$ cat src/rtl/alu_seq_pkg.sv
// alu_seq_pkg: opcodes, FSM states and instruction fields shared by the sequencer
package alu_seq_pkg;

    typedef enum logic [3:0] {
        OP_ADD  = 4'h0,
        OP_SUB  = 4'h1,
        OP_SFL  = 4'h2,
        OP_SFR  = 4'h3,
        OP_INC  = 4'h4,
        OP_DEC  = 4'h5,
        OP_BNE  = 4'h6,
        OP_BEQ  = 4'h7,
        OP_BLT  = 4'h8,
        OP_LHB  = 4'h9,
        OP_JMP  = 4'hA,
        OP_HALT = 4'hF
    } op_e;

    typedef enum logic [2:0] {
        S_IDLE,
        S_FETCH,
        S_WAIT,
        S_EXEC,
        S_HALT
    } state_e;

    // op kept as raw bits so illegal codes 1011-1110 survive the latch
    typedef struct packed {
        logic [3:0] op;
        logic [1:0] ra;
        logic [1:0] rb;
        logic [7:0] imm;
    } inst_t;

endpackage

$ cat src/rtl/alu_seq_rf.sv
// alu_seq_rf: 4x8 register file, one write port, two read ports, one debug read port
module alu_seq_rf (
    input  logic       clk_i,
    input  logic       rst_ni,
    input  logic       we,
    input  logic [1:0] wa,
    input  logic [7:0] wd,
    input  logic [1:0] ra1,
    input  logic [1:0] ra2,
    input  logic [1:0] dbg_sel,
    output logic [7:0] rd1,
    output logic [7:0] rd2,
    output logic [7:0] dbg_rd
);

    logic [7:0] rf [4];

    always_ff @(posedge clk_i) begin
        if (!rst_ni) rf <= '{default: '0};
        else if (we) rf[wa] <= wd;
    end

    assign rd1    = rf[ra1];
    assign rd2    = rf[ra2];
    assign dbg_rd = rf[dbg_sel];

endmodule

$ cat src/rtl/alu_seq.sv
// alu_seq: multi-cycle fetch/decode/execute sequencer driving an external 8-bit ALU
// ALU_SEQ_ILLEGAL_TRAP_EN: illegal opcodes halt instead of executing as NOP
module alu_seq import alu_seq_pkg::*; #(
    parameter logic [7:0] RESET_PC = 8'h00
) (
    input  logic        clk_i,
    input  logic        rst_ni,
    input  logic        start_i,
    output logic        imem_req_o,
    output logic [7:0]  imem_addr_o,
    input  logic        imem_rvalid_i,
    input  logic [15:0] imem_rdata_i,
    output logic [3:0]  alu_inst_o,
    output logic [7:0]  alu_a_o,
    output logic [7:0]  alu_b_o,
    input  logic [7:0]  alu_res_i,
    input  logic        alu_ovf_i,
    input  logic        alu_br_i,
    output logic        busy_o,
    output logic        halt_o,
    output logic        err_o,
    output logic        carry_o,
    output logic [15:0] retired_o,
    input  logic [1:0]  dbg_sel_i,
    output logic [7:0]  dbg_rd_o
);

`ifdef ALU_SEQ_ILLEGAL_TRAP_EN
    localparam bit TRAP = 1'b1;
`else
    localparam bit TRAP = 1'b0;
`endif

    state_e     state;
    inst_t      ir;
    logic [7:0] pc, rd1, rd2, wd;
    logic       exec, is_alu, is_br, illegal, we;

    alu_seq_rf u_rf (
        .clk_i   (clk_i),
        .rst_ni  (rst_ni),
        .we      (we),
        .wa      (ir.ra),
        .wd      (wd),
        .ra1     (ir.ra),
        .ra2     (ir.rb),
        .dbg_sel (dbg_sel_i),
        .rd1     (rd1),
        .rd2     (rd2),
        .dbg_rd  (dbg_rd_o)
    );

    always_comb begin
        exec       = state == S_EXEC;
        is_alu     = ir.op <= OP_JMP;
        is_br      = ir.op inside {OP_BNE, OP_BEQ, OP_BLT};
        illegal    = ir.op inside {[4'hB:4'hE]};
        alu_inst_o = exec && is_alu ? ir.op : 4'h0;
        alu_a_o    = exec && is_alu ? (ir.op == OP_LHB ? ir.imm : rd1) : 8'h00;
        alu_b_o    = exec && is_alu ? rd2 : 8'h00;
        we         = exec && (ir.op <= OP_DEC || ir.op == OP_LHB);
        wd         = ir.op == OP_LHB ? ir.imm & 8'hF0 : alu_res_i;
    end

    assign imem_addr_o = pc;

    always_ff @(posedge clk_i) begin
        if (!rst_ni) begin
            state      <= S_IDLE;
            pc         <= RESET_PC;
            ir         <= '0;
            imem_req_o <= 1'b0;
            busy_o     <= 1'b0;
            halt_o     <= 1'b0;
            err_o      <= 1'b0;
            carry_o    <= 1'b0;
            retired_o  <= '0;
        end else begin
            case (state)
                S_IDLE, S_HALT: if (start_i) begin
                    state      <= S_FETCH;
                    pc         <= RESET_PC;
                    err_o      <= 1'b0;
                    carry_o    <= 1'b0;
                    imem_req_o <= 1'b1;
                    busy_o     <= 1'b1;
                    halt_o     <= 1'b0;
                end
                S_FETCH: begin
                    state      <= S_WAIT;
                    imem_req_o <= 1'b0;
                end
                S_WAIT: if (imem_rvalid_i) begin
                    state <= S_EXEC;
                    ir    <= imem_rdata_i;
                end
                S_EXEC: begin
                    retired_o <= retired_o + 16'd1;
                    if (ir.op == OP_ADD) carry_o <= alu_ovf_i;
                    if (illegal) err_o <= 1'b1;
                    if (ir.op == OP_HALT || (illegal && TRAP)) begin
                        state  <= S_HALT;
                        busy_o <= 1'b0;
                        halt_o <= 1'b1;
                    end else begin
                        state      <= S_FETCH;
                        imem_req_o <= 1'b1;
                        pc         <= ir.op == OP_JMP || (is_br && alu_br_i) ? ir.imm : pc + 8'd1;
                    end
                end
                default: state <= S_IDLE;
            endcase
        end
    end

endmodule

$ cat config.mk
export PLATFORM = sky130hd
export DESIGN_NAME = alu_seq
export DESIGN_NICKNAME = d
export VERILOG_FILES = /design/src/rtl/alu_seq_pkg.sv /design/src/rtl/alu_seq_rf.sv /design/src/rtl/alu_seq.sv
export SDC_FILE = /design/constraint.sdc
export NUM_CORES = 1
export LEC_CHECK = 0
export CORE_ASPECT_RATIO = 1.25
export CORE_UTILIZATION = 43
export DETAILED_ROUTE_END_ITERATION = 10
export GPL_ROUTABILITY_DRIVEN = 0
export PLACE_DENSITY = 0.8
export SLEW_MARGIN = 20
export SYNTH_ARGS = -nofsm -noshare
export SYNTH_HDL_FRONTEND = slang
export SYNTH_SLANG_ARGS = --single-unit
$ cat constraint.sdc
create_clock -name clk_i -period 5.3 [get_ports clk_i]
set_input_delay 1.325 -clock clk_i [delete_from_list [all_inputs] [get_ports clk_i]]
set_output_delay 1.325 -clock clk_i [all_outputs]
set_load 0.01 [all_outputs]
# After elaboration in Yosys (flattened, before gate mapping)
# Index checks and enable logic that the tools add are counted.
dict set report totals {
  register_bits 80
  in_bits 32
  wordCells 102
}
dict set report op_classes {
  n_addsub 2
  n_lt_le_gt_ge 8
  eq_ne 16
  mux 37
  n_bitwise 3
  reduce_logical 20
}
# operator n
set op_table {}
lappend op_table {{2-to-1 mux 8 bit} 14}
lappend op_table {{binary-select mux 8 bit (select 2 bit)} 3}
lappend op_table {{bitwise mux 32 bit} 1}
lappend op_table {{adder 16 x 1 -> 16 bit (second input constant)} 1}
lappend op_table {{demux 8 bit (select 2 bit)} 1}
lappend op_table {{equality test 4 bit (second input constant)} 4}
lappend op_table {{case mux 8 bit (2 select lines)} 1}
lappend op_table {{AND reduction 3 bit} 5}
lappend op_table {{case mux 3 bit (4 select lines)} 1}
lappend op_table {{>= comparator 3 bit (second input constant)} 3}
lappend op_table {{2-to-1 mux 3 bit} 3}
lappend op_table {{NOT 2 -> 3 bit} 3}
lappend op_table {{adder 8 x 1 -> 8 bit (second input constant)} 1}
lappend op_table {{equality test 4 x 3 -> 1 bit (second input constant)} 2}
lappend op_table {{<= comparator 4 bit (second input constant)} 2}
lappend op_table {{case mux 1 bit (2 select lines)} 4}
lappend op_table {{2-to-1 mux 1 bit} 7}
lappend op_table {{equality test 3 x 2 -> 1 bit (second input constant)} 2}
lappend op_table {{!= test 2 x 1 -> 1 bit (second input constant)} 3}
lappend op_table {{!= test 2 bit (second input constant)} 3}
lappend op_table {{nonzero test 3 bit} 2}
lappend op_table {{logical AND 1 bit} 5}
lappend op_table {{>= comparator 4 bit (second input constant)} 1}
lappend op_table {{<= comparator 4 x 3 -> 1 bit (second input constant)} 1}
lappend op_table {{other kinds (11)} 13}

# Depth between registers and ports, before layout
# Gate-level depths: netlist (run 1).
dict set report depth {
  word_depth 7
  ltp_mapped 7
  mapped_depth_nobuf 5
}

# Cells and area by module
# A second synthesis (run 1) with hierarchy kept.
dict set report unflattened {
  hier_cells 468
  hier_area_um2 4217.8
}
# mod instances cells_each area_each_um2 seq_area_each_um2
set modules_own_cells {}
lappend modules_own_cells {alu_seq 1 323 2469.9 960.9}
lappend modules_own_cells {alu_seq_rf 1 145 1747.9 640.6}

# Least setup slack after synthesis (run 1)
# Ideal clock, no wire load.
dict set report synth_timing {
  kind {input to output}
  startpoint {in dbg_sel_i[1]}
  endpoint {out dbg_rd_o[0]}
  t_arrival_ns 2.295
  required_ns 3.975
  slack_ns 1.680
  path_stages 2
  path_buffers 1
  cell_sequence {clkbuf_1 > mux4_2}
}
dict set report synth_between {
  elab_chain_len 4
}
# element line
set synth_rtl {}
lappend synth_rtl {{start: declaration} alu_seq.sv:24} ;# input logic [1:0] dbg_sel_i,
lappend synth_rtl {{NOT 2 -> 3 bit (implied by the code)} alu_seq_rf.sv:25} ;# assign dbg_rd = rf[dbg_sel];
lappend synth_rtl {{binary-select mux 8 bit (select 2 bit)} alu_seq_rf.sv:25}
lappend synth_rtl {{2-to-1 mux 8 bit (implied by the code) (2 in series)} alu_seq_rf.sv:25}
lappend synth_rtl {{end: declaration} alu_seq.sv:25} ;# output logic [7:0] dbg_rd_o
# No other way between the ends. The select of a mux whose other input is x is not followed.

# Final worst setup path (run 1)
# Ends and elaborated chain as after synthesis.

==> impl_summary.md, run 1 <==
Run status
The run finished with clean final reports.

STA
The share of the cycle needed by the critical path after routing is 86.0%. The routed design could run at a clock period as short as 4.56 ns. The hold violation count in the final report was 0. The worst clock skew is 0.00656 ns. Headroom to the max-slew limit came out at 37.8%.

The final sum of negative setup slack is 0 ns. The final worst slack is 0.743 ns. The count of pins over their slew limit is 0. Hold timing on the final database bottoms out at a slack of 0.479 ns. For the pin with the worst max-slew slack, the measured transition is 0.933 ns. The number of setup violations in the final report is 0. Based on the critical path, the design can be clocked at up to 219 MHz. Setup repair after global routing left no endpoint under its margin.

Floorplanning
The die covers 0.0104 sq mm. The initial standard-cell utilization of the core is 44.3%. The floorplan has 40 rows. The width of the chip is 91.2 um.

The die boundary height is 114 um. The top-level port count is 89. The placeable core area is 0.00966 sq mm.

Synth
Summing the areas of all and, or, nand and nor instances in the mapped netlist gives 21.5% of the synthesized area. The number of different library cells used by synthesis comes to 49. The post-synthesis adder-cell area fraction is 0.585%. Summing every instance area after synthesis gives 0.00428 sq mm. The fraction of registers with async set or reset after synthesis is 0%. The most instantiated flip-flop cell in the synthesis netlist is sky130_fd_sc_hd__dfxtp_1. Measured against the total synthesized area, the mux share comes to 18.6%.

The post-synthesis register bit count is 80. The mean area per synthesized cell is 9.21 sq um. By area, the combinational part of the netlist is dominated by simple AND/OR/NAND/NOR gates.

The synthesized netlist devotes 14.3% of its cell area to compound gates. Counting every net in the synthesized netlist gives 499. The post-synthesis sequential area ratio is 37.4%. The instance count of the mapped netlist is 465.

Yosys mapped a number of flops with a built-in enable equal to 0. Of the total synthesized cell area, the portion taken by XOR and XNOR cells is 2.05%. The count of synthesis-stage warnings from yosys is 0.

Setup path
The endpoint identified for the worst register-to-register timing path is u_rf.rf[25]$_SDFFE_PN0P_. The minimum setup slack among reg-to-reg paths is 2.72 ns. The worst setup path is captured at an output port. The critical register-to-register path startpoint is ir[15]$_SDFFE_PN0P_. The data arrival time of the critical path is 3.23 ns.

The most critical setup path has its endpoint at dbg_rd_o[0]. The startpoint-to-endpoint class of the critical path is in2out. The critical path launch point is dbg_sel_i[1].

The required time reported for the critical path endpoint is 3.97 ns. In this run the worst path has a maximum fanout of 8. The worst register-to-register path has a depth of 5. The startpoint type of the worst setup path is a primary input.

Drt
For this block, the routed nets add up to 11100 um of wire. The number of nets still failing antenna checks after routing is 0. The number of iterations in the first detailed-routing pass is 6. The detail-routed net length per standard cell is 16.8 um. The via-per-instance ratio is 5.71. The routed via count is 3783. After detailed routing, the number of remaining DRC violations is 0. The first routing iteration left 246 violations.

GRT
The initial antenna violation count is 0. The leftover overflow at the end of global routing is 0. The first global-routing pass estimated 18000 um of wire.

The total global routing track utilization is 22.1%. The via count of the first global-routing pass came to 3614. Entering global routing, the biggest net connects 70 pins.

CTS
The number of buffers between clock root and the deepest sink is 2. The clock slew seen by the registers of the worst setup and hold paths is 0.06 ns. In this run, CTS created clock tree buffers numbering 9. In this run, post-CTS hold repair placed 0 buffers. The number of gates resized after CTS is 0.

The clock tree from TritonCTS is built. The cell at the root of the clock tree is sky130_fd_sc_hd__clkbuf_16. The post-CTS setup buffer count is 0. The H-tree level count is 3.

The clock latency on the worst-skew pair is 0.34 ns. The number of clock sinks seen by CTS is 80.

Power
The internal power of the cells is 1.14 mW. Per report_power, the sequential group accounts for 43.4% of the total. The switching share of power is 22.6%. Of the total power, the clock network draws 48.6%. In this run the power density over the cells is 267 mW/mm^2. The completed layout was analyzed and its total power is 1.47 mW. The net load switching power is 0.331 mW. VDD sags by at most 0.000158 V. The leakage power is 1.79 nW.

Combinational logic burns 8.1% of the power.

Final layout
The final antenna diode count is 0. The fraction of layout instances using a drive strength above 1 is 9.87%. For this run, the post-layout net count is 566. The final cell area excluding filler cells is 0.00550 sq mm. The synthesis-to-layout area growth is 28.4%.

Placed design
The area of placed instances is 0.00515 sq mm. Port buffering added 88 buffers. Summed over all nets, the half-perimeter wirelength after detailed placement is 7750 um. Before CTS, the worst setup slack after placement is 0.735 ns.

Hold path
The hold-critical path depth is 2. The path class of the tightest hold or removal check is reg2reg.

Run
The number of max-cap violations is 0.
-- final cells by class --
type                    count  area, sq um
flip-flops and latches     80         1600
clock inverters             7          119
multi-input cells         338         2450
repair buffers             90          896
fillers                   803         4160
well taps                 126          158
clock buffers               9          225
inverters                  13         48.8
-- cells in the final DEF (no fill, tap or decap), types with 8 or more instances in the layout --
master	count
sky130_fd_sc_hd__a211oi_1	18
sky130_fd_sc_hd__a21oi_1	35
sky130_fd_sc_hd__clkbuf_16	9
sky130_fd_sc_hd__clkdlybuf4s50_1	88
sky130_fd_sc_hd__dfxtp_1	80
sky130_fd_sc_hd__inv_1	12
sky130_fd_sc_hd__mux2i_1	28
sky130_fd_sc_hd__mux4_2	23
sky130_fd_sc_hd__nand2_1	66
sky130_fd_sc_hd__nand3_1	8
sky130_fd_sc_hd__nor2_1	52
sky130_fd_sc_hd__nor2b_1	9
sky130_fd_sc_hd__o22ai_1	8
-- flip-flops by register name (all words and copies together) (netlist names), 3 cells and up --
register	count
imem_addr_o	8
ir	16
retired_o	16
state	3
u_rf.rf	32
-- worst min-delay path by stage --
stage / from / endpoint
global route: halt_o$_SDFFE_PN0P_ / halt_o$_SDFFE_PN0P_
global placement: retired_o[15]$_SDFFE_PN0P_ / retired_o[15]$_SDFFE_PN0P_
floorplan: ir[0]$_SDFFE_PN0P_ / ir[0]$_SDFFE_PN0P_
CTS: ir[1]$_SDFFE_PN0P_ / ir[1]$_SDFFE_PN0P_
detailed placement: ir[1]$_SDFFE_PN0P_ / ir[1]$_SDFFE_PN0P_
finish: imem_addr_o[7]$_SDFFE_PN0P_ / imem_addr_o[7]$_SDFFE_PN0P_
-- power groups by stage --
stage          Combinational, mW  Sequential (mW)  Clock [mW]
2_1_floorplan             0.0856            0.635           0
3_3_place_gp               0.116            0.649           0
3_5_place_dp               0.118            0.649           0
4_1_cts                    0.119            0.636       0.715
5_1_grt                    0.129            0.639       0.744
6_report                   0.118            0.636       0.713
-- kinds of logic after synthesis --
group	count (synthesis)
XOR/XNOR	10
AND/OR/NAND/NOR	189
multiplexers	51
AO/OA/AOI/OAI	86
buffers and inverters	47
flip-flops	80
adder cells (fa/ha/maj)	2
-- metal layers --
metal	wire length (um)	part of all wire, %	vias up	global-route usage, %
li1	-	-	1806	-
met1	4770	43	1832	28.2
met2	5470	49	124	36.9
met3	603	5.4	21	3.67
met4	299	2.7	0	10.2
met5	0	0	-	0
-- stage by stage --
stage | std cells | utilization (%)
after floorplan | 465 | -
after global placement | 647 | 53.3
after detailed placement | 647 | 53.3
after CTS | 663 | 56.9
after global routing | 663 | 56.9
final | 663 | 56.9
-- critical path: stages --
cell and delay (ns):
sky130_fd_sc_hd__clkdlybuf4s50_1 0.82, sky130_fd_sc_hd__mux4_2 0.58, sky130_fd_sc_hd__clkdlybuf4s50_1 0.50
-- cells in the mapped netlist (7+ instances only) --
cell type	count	area share, %
sky130_fd_sc_hd__dfxtp_1	80	37
sky130_fd_sc_hd__nand2_1	66	5.8
sky130_fd_sc_hd__nor2_1	52	4.6
sky130_fd_sc_hd__a21oi_1	35	4.1
sky130_fd_sc_hd__mux2i_1	28	6.5
sky130_fd_sc_hd__mux4_2	23	12
sky130_fd_sc_hd__a211oi_1	18	3.2
sky130_fd_sc_hd__clkbuf_1	18	1.6
sky130_fd_sc_hd__inv_1	12	1.1
sky130_fd_sc_hd__nor2b_1	9	1.3
sky130_fd_sc_hd__nand3_1	8	0.94
sky130_fd_sc_hd__o22ai_1	8	1.2
sky130_fd_sc_hd__nand2b_1	7	1.0
sky130_fd_sc_hd__nand4_1	7	1.0
(Power assumes the default switching activity.)
==> inputs of run 2 (changes only) <==
--- a/config.mk
+++ b/config.mk
@@ -5,6 +5,7 @@
 export SDC_FILE = /design/constraint.sdc
 export NUM_CORES = 1
 export LEC_CHECK = 0
+export CAP_MARGIN = 40
 export CORE_ASPECT_RATIO = 1.25
 export CORE_UTILIZATION = 43
 export DETAILED_ROUTE_END_ITERATION = 10
==> impl_summary.md, run 2 (synthesis results as in run 1) <==
Run status
The flow ran to the end, and the final reports show no timing, DRC or antenna violations.

Floorplanning
The top-level port count was 89 (unchanged). The floorplan die area is 0.0104 sq mm (unchanged). The width of the chip is 91.2 um (unchanged). The initial standard-cell utilization of the core is 44.3% (unchanged). The placeable core area is 0.00966 sq mm (unchanged). The count of standard-cell rows came to 40 (unchanged). The die boundary height is 114 um (unchanged).

STA
The share of the cycle needed by the critical path after routing is 86.0% (about the same). The worst hold margin is 0.477 ns (-0.00196 ns). The number of setup violations in the final report is 0 (unchanged).

The final worst slack is 0.743 ns (+0.000823 ns). The worst relative slew slack is 49.2% (+11 points). The count of pins over their slew limit is 0 (unchanged). The hold violation count in the final report is 0 (unchanged).

The worst clock skew is 0.00819 ns (+0.00163 ns). The shortest period the worst path allows is 4.56 ns (-0.000823 ns). The final sum of negative setup slack is 0 ns (unchanged). The highest achievable clock rate was 219 MHz (about the same). The transition time of the tightest slew-check pin is 0.762 ns (-0.171 ns). Setup repair after global routing left no endpoint under its margin.

GRT
The initial antenna violation count is 0 (unchanged). The largest net degree at the start of global routing is 70 (unchanged). The leftover overflow at the end of global routing is 0 (unchanged). The total global routing track utilization was 22.0% (-0.15 points). The first-pass GRT wire length is 18000 um (about the same).

The via count of the first global-routing pass is 3563 (-1.4%).

CTS
The number of hold-repair buffers added at the cts stage came to 0 (unchanged). The clock latency on the worst-skew pair is 0.33 ns (about the same). TritonCTS built the clock tree. The cell at the root of the clock tree is sky130_fd_sc_hd__clkbuf_16.

The number of buffers between clock root and the deepest sink is 2 (unchanged). The post-CTS setup buffer count is 0 (unchanged). The clock slew seen by the registers of the worst setup and hold paths is 0.06 ns (about the same). The number of gates resized after CTS is 0 (unchanged).

The H-tree level count was 3 (unchanged). The number of clock sinks seen by CTS is 80 (unchanged). The TritonCTS buffer count is 9 (unchanged).

Drt
The via-per-instance ratio is 5.64 (-1.1%). The number of iterations in the first detailed-routing pass is 5 (-1). The routed wire length is 11000 um (-1.2%). The number of nets still failing antenna checks after routing is 0 (unchanged). The number of DRC markers after the initial detailed-route iteration came to 254 (+3.3%). The detail-routed net length per standard cell is 16.5 um (-2.1%).

The routed via count is 3775 (-0.21%). The DRC violation count after routing is 0 (unchanged).

Setup path
The worst setup path is of the in2out kind. STA classifies the critical path startpoint as a primary input. The data arrival time of the critical path is 3.23 ns (about the same). The cell depth of the worst flop-to-flop path was 6 (+1). The maximum fanout count along the critical path is 8 (unchanged). The required time reported for the critical path endpoint is 3.97 ns (about the same). The worst setup path is captured at an output port.

Placed design
The half-perimeter wire length after placement is 7820 um (+0.91%). The worst setup slack before clock tree synthesis came to 0.734 ns (-0.00104 ns). The port buffer count is 88 (unchanged).

Final layout
The largest registers in the layout are u_rf.rf x32, ir x16, retired_o x16. The flip-flop count of the largest register, all copies and words added is 32 (unchanged). In the layout the commonest cells are sky130_fd_sc_hd__clkdlybuf4s50_1 (88), sky130_fd_sc_hd__dfxtp_1 (80), sky130_fd_sc_hd__nand2_1 (66).

From synthesis to final layout, the design area changed by 28.2%. The most common cell after layout, fill and taps aside is sky130_fd_sc_hd__clkdlybuf4s50_1. The number of fill cells is 790 (-1.6%). The final antenna diode count was 0 (unchanged). The final-stage net count is 572 (+1.1%).

The top register by number of flip-flops is u_rf.rf. The fraction of layout instances using a drive strength above 1 is 10.7% (+0.81 points).

Run
The number of max-cap violations was 0 (unchanged).

Power
The peak supply drop was 0.000144 V (-8.4%). The power density normalized to cell area is 247 mW/mm^2 (-7.4%). The leakage power is 1.80 nW (+0.46%).

Hold path
The hold-critical path depth is 2 (unchanged). The worst hold path class is reg2reg.
run 2: cell count changes in the layout (fill, tap and decap cells not counted), sizes merged:
cell / before / now
bufinv: 3 / 1
clkinv: 2 / 4
buf: 2 / 7
clkbuf: 9 / 11
inv: 13 / 12
run 2: per-stage QoR:
step / power (mW) / util, % / instance area (sq um) / instances
5_1_grt: 1.40 / 56.8 / 5490 / 669
3_3_place_gp: 0.764 / 53.3 / 5150 / 647
6_report: 1.36 / 56.8 / 5490 / 669
3_5_place_dp: 0.768 / 53.4 / 5160 / 648
4_1_cts: 1.36 / 56.4 / 5450 / 664
2_1_floorplan: 0.721 / - / 4280 / 465
run 2: critical path, stage by stage:
cell,delay (ns)
sky130_fd_sc_hd__clkdlybuf4s50_1,0.82
sky130_fd_sc_hd__mux4_2,0.58
sky130_fd_sc_hd__clkdlybuf4s50_1,0.50
run 2: worst paths after layout:
kind	start	end	slack (ns)
setup / recovery	dbg_sel_i[1]	dbg_rd_o[0]	0.74
hold / removal	imem_addr_o[7]$_SDFFE_PN0P_	imem_addr_o[7]$_SDFFE_PN0P_	0.48
setup reg to reg	ir[15]$_SDFFE_PN0P_	u_rf.rf[27]$_SDFFE_PN0P_	2.92
hold reg to reg	imem_addr_o[7]$_SDFFE_PN0P_	imem_addr_o[7]$_SDFFE_PN0P_	0.48
run 2: cell type report:
class                   instances  area, sq um  area share [%]
clock buffers                  10          229            4.17
clock inverters                 6         60.1            1.09
inverters                      13         48.8           0.889
multi-input cells             338         2450            44.6
flip-flops and latches         80         1600            29.2
well taps                     126          158            2.87
repair buffers                 96          942            17.2
run 2: routing by layer:
metal  part of all wire (%)  global-route usage (%)  vias up
li1                       -                       -     1812
met1                     44                    28.8     1828
met2                     49                    35.9      118
met3                    5.0                    3.53       17
met4                    2.2                    9.63        0
met5                      0                       0        -
run 2: power by group:
part,total (mW),switching [mW],internal [mW]
sequential,0.637,0.0231,0.614
clock,0.600,0.238,0.362
combinational,0.120,0.0572,0.0632
==> inputs of run 3 (changes only) <==
==> constraint.sdc (replaced) <==
create_clock -name clk_i -period 5 [get_ports clk_i]
set_input_delay 1.25 -clock clk_i [delete_from_list [all_inputs] [get_ports clk_i]]
set_output_delay 1.25 -clock clk_i [all_outputs]
set_load 0.01 [all_outputs]
==> impl_summary.md, run 3 (synthesis results as in run 1) <==
STA
The highest achievable clock rate is 227 MHz. The number of setup violations in the final report was 0 (unchanged). The worst relative slew slack is 47.6% (-1.6 points).

The count of pins over their slew limit is 0 (unchanged). The share of the cycle needed by the critical path after routing is 88.3%. Setup repair after global routing left no endpoint under its margin.

The final sum of negative setup slack came to 0 ns (unchanged). The worst path needs 4.41 ns of the cycle, external delays included. The worst clock skew is 0.00738 ns (-0.000806 ns).

The hold violation count in the final report is 0 (unchanged). The transition time of the tightest slew-check pin is 0.781 ns (+0.0191 ns).

Setup path
STA classifies the critical path startpoint as a primary input. Traced cell by cell, the critical path runs through clkdlybuf4s50_1 -> mux4_2 -> clkdlybuf4s50_1. The delay of the slowest cell on the worst path is 0.82 ns (about the same). The slowest cell on the critical path is sky130_fd_sc_hd__clkdlybuf4s50_1. The most frequent cell on the critical path is sky130_fd_sc_hd__clkdlybuf4s50_1. The data arrival time of the critical path came to 3.16 ns (-0.07 ns). The required time reported for the critical path endpoint is 3.75 ns (-0.22 ns). The critical path in this run is classified as in2out. The sort of element at the end of the critical path is an output port. The maximum fanout count along the critical path is 8 (unchanged).

CTS
The post-CTS setup buffer count came to 0 (unchanged). The number of clock sinks seen by CTS is 80 (unchanged). The number of hold-repair buffers added at the cts stage was 0 (unchanged). TritonCTS built the clock tree. The H-tree level count is 3 (unchanged).

The root buffer cell chosen for the clock tree is sky130_fd_sc_hd__clkbuf_16. The TritonCTS buffer count is 9 (unchanged). The clock slew seen by the registers of the worst setup and hold paths is 0.05 ns (about the same). The number of gates resized after CTS is 0 (unchanged).

The clock latency on the worst-skew pair came to 0.34 ns (about the same). The number of buffers between clock root and the deepest sink is 2 (unchanged).

GRT
The via count of the first global-routing pass is 3771 (+5.8%). The met2 layer usage reported by global route came to 37.1% (+1.2 points). The initial antenna violation count came to 0 (unchanged). The total global routing track utilization is 22.5% (+0.50 points). The most utilized layer in the global route result is met2. The largest net degree at the start of global routing is 70 (unchanged). The met1 demand-to-capacity share in global routing was 28.6% (-0.25 points). The global-route met3 utilization was 2.73% (-0.80 points).

The leftover overflow at the end of global routing came to 0 (unchanged). The first-pass GRT wire length is 18400 um (+2.1%).

Placed design
The area of placed instances is 0.00515 sq mm (-0.15%). The port buffer count came to 88 (unchanged). The half-perimeter wire length after placement came to 7880 um (+0.70%).

Power
The relative contribution of sequential cells to total power is 44.3% (-2.6 points). The net load switching power is 0.342 mW (+7.6%). The clock share of power is 47.3% (+3.1 points). The internal power of the cells is 1.18 mW (+14%). The combinational share of power came to 8.4% (-0.5 points). The power density normalized to cell area came to 276 mW/mm^2 (+12%). The peak supply drop came to 0.000186 V (+29%). The switching share of power came to 22.5% (-0.96 points).

The leakage power came to 1.82 nW (+1.1%).

Drt
The routed via count is 3802 (+0.72%). The detail-routed net length per standard cell was 16.8 um (+1.9%). The number of iterations in the first detailed-routing pass came to 5 (unchanged). The number of nets still failing antenna checks after routing is 0 (unchanged). The via-per-instance ratio is 5.69 (+0.87%). The number of DRC markers after the initial detailed-route iteration was 270 (+6.3%). The DRC violation count after routing is 0 (unchanged). The routed wire length was 11200 um (+1.8%).

Final layout
The synthesis-to-layout area growth is 28.9%. The utilization of the core after routing is 57.1% (+0.31 points). The final-stage net count was 571 (-0.17%). The most common cell after layout, fill and taps aside is sky130_fd_sc_hd__clkdlybuf4s50_1.

The flip-flop count of the largest register, all copies and words added came to 32 (unchanged). The top register by number of flip-flops is u_rf.rf. The largest registers in the layout are u_rf.rf x32, ir x16, retired_o x16.

The fraction of layout instances using a drive strength above 1 is 10.5% (-0.16 points). The final cell area excluding filler cells is 0.00552 sq mm (+0.55%). In the layout the commonest cells are sky130_fd_sc_hd__clkdlybuf4s50_1 (88), sky130_fd_sc_hd__dfxtp_1 (80), sky130_fd_sc_hd__nand2_1 (66). The final antenna diode count is 0 (unchanged).

Run
The number of max-cap violations is 0 (unchanged).

Run status
The flow ran to the end, and the final reports show no timing, DRC or antenna violations.

Floorplanning
The die boundary height is 114 um (unchanged). The width of the chip came to 91.2 um (unchanged). The count of standard-cell rows came to 40 (unchanged). The placeable core area came to 0.00966 sq mm (unchanged).

The floorplan die area was 0.0104 sq mm (unchanged). The initial standard-cell utilization of the core is 44.3% (unchanged). The top-level port count is 89 (unchanged).

Hold path
The worst hold path class is reg2reg.
-- run 3: stage by stage --
step	hold slack (ns)	std cells	total power, mW	setup slack (ns)
floorplan	0.449	465	0.764	1.53
finish	0.475	668	1.52	0.586
global placement	0.457	648	0.810	0.587
detailed placement	0.471	648	0.814	0.574
global route	0.491	668	1.58	0.496
CTS	0.478	664	1.53	0.563
-- run 3: critical path: cells and delay by family --
family / cells / cell delay (ns)
multiplexers: 1 / 0.59
buffers and inverters: 2 / 1.33
-- run 3: final timing paths --
path	start	endpoint	slack (ns)	depth (start not counted)
max	dbg_sel_i[1]	dbg_rd_o[1]	0.59	3
min	retired_o[15]$_SDFFE_PN0P_	retired_o[15]$_SDFFE_PN0P_	0.48	2
max reg2reg	ir[15]$_SDFFE_PN0P_	u_rf.rf[4]$_SDFFE_PN0P_	2.51	6
min reg2reg	retired_o[15]$_SDFFE_PN0P_	retired_o[15]$_SDFFE_PN0P_	0.48	2
-- run 3: power groups by stage --
stage                     Clock (mW)  Combinational (mW)  Sequential (mW)
after floorplan                    0              0.0907            0.673
after global placement             0               0.123            0.687
after detailed placement           0               0.126            0.688
after CTS                      0.729               0.127            0.674
after global routing           0.760               0.138            0.677
final                          0.721               0.127            0.674
-- run 3: per-layer routing --
layer,routed length (um),vias up
li1,-,1807
met1,4770,1827
met2,5480,133
met3,501,35
met4,446,0
met5,0,-
-- run 3: area by class of cell --
class / instances / area (sq um)
sequential: 80 / 1600
clock buffer: 11 / 253
inverter: 13 / 48.8
fill: 819 / 4140
multi-input combinational: 338 / 2440
tap: 126 / 158
clock inverter: 5 / 78.8
timing repair buffer: 95 / 933
==> RTL change 1, RTL diff (settings of run 3) <==
Encoding of `state_e`: now Gray code (3 bits for 5 states).
--- a/src/rtl/alu_seq_pkg.sv
+++ b/src/rtl/alu_seq_pkg.sv
@@ -18,9 +18,9 @@
 
     typedef enum logic [2:0] {
-        S_IDLE,
-        S_FETCH,
-        S_WAIT,
-        S_EXEC,
-        S_HALT
+        S_IDLE  = 3'b000,
+        S_FETCH = 3'b001,
+        S_WAIT  = 3'b011,
+        S_EXEC  = 3'b010,
+        S_HALT  = 3'b110
     } state_e;
 
Function: no difference found for any inputs over 4 cycles, from zero or initial values and one cycle with rst_ni low; so few cycles prove little.
==> RTL change 1 against run 3 <==
Total power decreased by 3.7%. Sequential cell count stayed put. Hold slack better by 0.0064 ns. Design area increased by 0.57%. Via count is 0.74% higher. Core utilization is essentially flat. Setup slack is essentially flat. Non-clock buffer count up 1. Area after synthesis grew 0.91%. Wire length rose by 0.73%. Final cell count shrank 0.45%. Critical path type unchanged. Critical endpoint unchanged. Largest cell class unchanged. Largest power group unchanged. Highest routed layer unchanged.
==> RTL change 1: results <==
set metrics [dict create \
    outcome "completed" \
    irDropWorstVdd_uv 227 \
    reg2reg_from "ir[15]$_SDFFE_PN0P_" \
    yosysWarnings 0 \
    ff2ff_path_depth 5 \
    clkLatencyLatePin_ns 0.34 \
    synth_nets 495 \
    yosys-top-cells-count "dfxtp_1, nand2_1, nor2_1" \
    dp_hpwl_um 7830 \
    drt_iter0_drc 270 \
    clock_path_buffers 2 \
    nets 568 \
    ys_seq_area_share_pct 37.1 \
    grt_pass1_wl_um 18200 \
    critPathMaxFanout 8 \
    top_regs "u_rf.rf x32, ir x16, retired_o x16" \
    numCtsBuffers 9 \
    cpPeakStageDelay_ns 0.82 \
    reg2reg_slack_ns 2.51 \
    synth_ff_type "dfxtp_1" \
    grt_max_degree 43 \
    drive_gt1_share_pct 10.9 \
    cpMaxStageDelayCell "clkdlybuf4s50_1" \
    grt_usage_pct 22.2 \
    diodes 0 \
    clockRootBuffer "clkbuf_16" \
    synth_area_leaders "dfxtp_1, mux4_2, mux2i_1" \
    htree_levels 3 \
    synth.distinct_cells 55 \
    finClkSkew_ns 0.00639 \
    p_leak_nw 1.74 \
    fillCellCount 844 \
    first_pass_iters 5 \
    antenna_found_initial 0 \
    hold_path.class "flop to flop" \
    max_slew_margin_pct 40.4 \
    vias 3830 \
    post_drt_wl_per_cell_um 17.0 \
    critPathTopFamily "buffers and inverters" \
    crit_end "dbg_rd_o[1]" \
    clk_pin_slew_ns 0.06 \
    postCtsSetupBuffers 0 \
    rr_endpoint "u_rf.rf[31]$_SDFFE_PN0P_" \
]
==> RTL change 1: cell types whose count changed after synthesis, moves of 4 or more <==
cell	before	now
mux2i_1	28	24
nand2_1	66	57
o2bb2ai_1	0	5
a31oi_1	6	0
nand2b_1	7	3
o31ai_1	0	7
==> RTL change 1: layer usage <==
layer,vias to the layer above,global-route usage [%],wire length [um]
met2,170,37.9,5540
met3,21,6.11,1050
met5,-,0,0
met1,1815,25.7,4380
met4,0,11.1,309
li1,1824,-,-
==> RTL change 1: final cells by class <==
type                    instances  share of cell area [%]
clock buffers                  11                    4.56
well taps                     126                    2.84
clock inverters                 5                   0.992
repair buffers                 96                    17.2
multi-input cells             335                    44.7
flip-flops and latches         80                    28.9
inverters                      12                   0.812
==> RTL change 1: worst register-to-register path: cells and delay by family (launching register included) <==
family / cells / cell delay, ns
buf+inv: 1 / 0.26
simple gates: 2 / 0.31
compound gates: 2 / 1.13
flops: 1 / 0.71
==> RTL change 1: how the worst min path moves through the flow <==
stage	startpoint	endpoint	slack (ns)	cells past startpoint
detailed placement	carry_o$_SDFFE_PN0P_	carry_o$_SDFFE_PN0P_	0.47	2
CTS	busy_o$_SDFFE_PN0P_	busy_o$_SDFFE_PN0P_	0.48	2
finish	ir[1]$_SDFFE_PN0P_	ir[1]$_SDFFE_PN0P_	0.48	2
global route	ir[5]$_SDFFE_PN0P_	ir[5]$_SDFFE_PN0P_	0.50	2
global placement	carry_o$_SDFFE_PN0P_	carry_o$_SDFFE_PN0P_	0.46	2
floorplan	ir[0]$_SDFFE_PN0P_	ir[0]$_SDFFE_PN0P_	0.45	2
==> RTL change 1: kinds of logic (layout without fill, tap and decap cells) <==
| family | after synthesis | after routing | synth area share [%] |
|---|---|---|---|
| buffers and inverters | 46 | 124 | 5.45 |
| and+or+nand+nor | 184 | 184 | 21.2 |
| adders and majority gates | 3 | 3 | 0.811 |
| xor gates and xnor gates | 11 | 11 | 2.23 |
| AOI/OAI and AO/OA | 90 | 90 | 15.6 |
| DFF | 80 | 80 | 37.1 |
| muxes | 47 | 47 | 17.6 |
==> RTL change 1: power by group <==
group	internal [W]	total, W	switching, W
Clock	0.000412	0.000671	0.000259
Sequential	0.000648	0.000664	0.0000156
Combinational	0.0000696	0.000130	0.0000606
Total	0.00113	0.00147	0.000335
==> RTL change 1: metrics by stage <==
| stage | area (um^2) | setup slack [ns] | power (W) | instances |
|---|---|---|---|---|
| floorplan | 4320 | 1.53 | 0.000750 | 461 |
| global placement | 5200 | 0.576 | 0.000801 | 645 |
| detailed placement | 5220 | 0.549 | 0.000807 | 646 |
| CTS | 5530 | 0.549 | 0.00147 | 662 |
| global route | 5550 | 0.480 | 0.00151 | 665 |
| finish | 5550 | 0.586 | 0.00147 | 665 |
==> RTL change 2, RTL diff (settings of run 3) <==
Made on the original files. Build with the macro `ALU_SEQ_ILLEGAL_TRAP_EN` defined.
--- a/src/rtl/alu_seq.sv
+++ b/src/rtl/alu_seq.sv
@@ -1,4 +1,6 @@
 // alu_seq: multi-cycle fetch/decode/execute sequencer driving an external 8-bit ALU
 // ALU_SEQ_ILLEGAL_TRAP_EN: illegal opcodes halt instead of executing as NOP
+`define ALU_SEQ_ILLEGAL_TRAP_EN
+
 module alu_seq import alu_seq_pkg::*; #(
     parameter logic [7:0] RESET_PC = 8'h00
Function: changed (a bounded check fails within 10 cycles, from zero or initial values and one cycle with rst_ni low).
==> RTL change 2 against run 3 <==
Register-to-register slack worse by 0.04 ns. Total power down 2.8%. Via count shrank 1.2%. Sequential cell count did not move. Synthesized cell count shrank 1.5%. Design area down 0.82%. Hold slack gained 0.0024 ns. Area after synthesis shrank 0.41%. Wire length up 0.64%. Count of clock-buffer cells in the layout shrank 1. Setup slack worse by 0.028 ns. Critical endpoint is now dbg_rd_o[0]. Highest routed layer unchanged.
==> RTL change 2: results <==
set metrics [dict create \
    multi_input_area_share_pct 44.3 \
    swShare_pct 24.7 \
    placed_cells 641 \
    hold_end "halt_o$_SDFFE_PN0P_" \
    post_drt_wl_per_cell_um 17.1 \
    fillCellCount 868 \
    p_leak_nw 1.78 \
    synthCells 458 \
    irDropWorstVdd_uv 219 \
    grt_pass1_wl_um 18200 \
    dp_hpwl_um 7990 \
    finClkSkew_ns 0.00612 \
    totalWireLength_um 11300 \
    drive_gt1_share_pct 10.9 \
    critPathArrivalTime_ns 3.19 \
    p_seq_share_pct 45.8 \
    async_flop_share_pct 0 \
    drt_iter0_drc 268 \
    synth.distinct_cells 53 \
    ff2ff_path_depth 5 \
    min_from "halt_o$_SDFFE_PN0P_" \
    buffer_area_share_pct 17.4 \
    ys_seq_area_share_pct 37.6 \
    p_comb_share_pct 9.6 \
    yosys-top-cells-count "dfxtp_1, nand2_1, nor2_1" \
    avgViaCountPerCell 5.70 \
    synth_nets 492 \
    crit_end "dbg_rd_o[0]" \
    tightest_slew_ns 0.924 \
    outcome "completed" \
    reg2reg_slack_ns 2.47 \
    place_ws_ns 0.554 \
    pg_comb_w 0.000142 \
    final_area_um2 5470 \
    synth_area_leaders "dfxtp_1, mux4_2, mux2i_1" \
    inv_count 10 \
    rr_endpoint "u_rf.rf[10]$_SDFFE_PN0P_" \
    nets 562 \
]
## RTL change 2: changes by cell type after synthesis, moves of 5 or more
cell            run 3  this run
nor2b_1             9         0
a32oi_1             0         5
nand2_1            66        60
and2_1              6        18
## RTL change 2: cells by family (layout without fill, tap and decap cells)
| group | count (synthesis) | count (layout) | share of synthesized area, % |
|---|---|---|---|
| buffers and inverters | 47 | 122 | 5.75 |
| AOI/OAI and AO/OA | 92 | 92 | 15.6 |
| xor gates and xnor gates | 10 | 10 | 2.05 |
| DFF | 80 | 80 | 37.6 |
| adders and majority gates | 2 | 2 | 0.587 |
| muxes | 49 | 49 | 18.0 |
| and+or+nand+nor | 178 | 178 | 20.5 |
## RTL change 2: per-layer routing
metal,routed length (um),track usage [%]
met1,4650,27.2
met2,5540,37.8
met3,813,6.52
met4,271,9.63
met5,0,0
## RTL change 2: worst max-delay path: stages
cell and delay (ns):
clkdlybuf4s50_1 0.82, mux4_2 0.59, clkdlybuf4s50_1 0.53
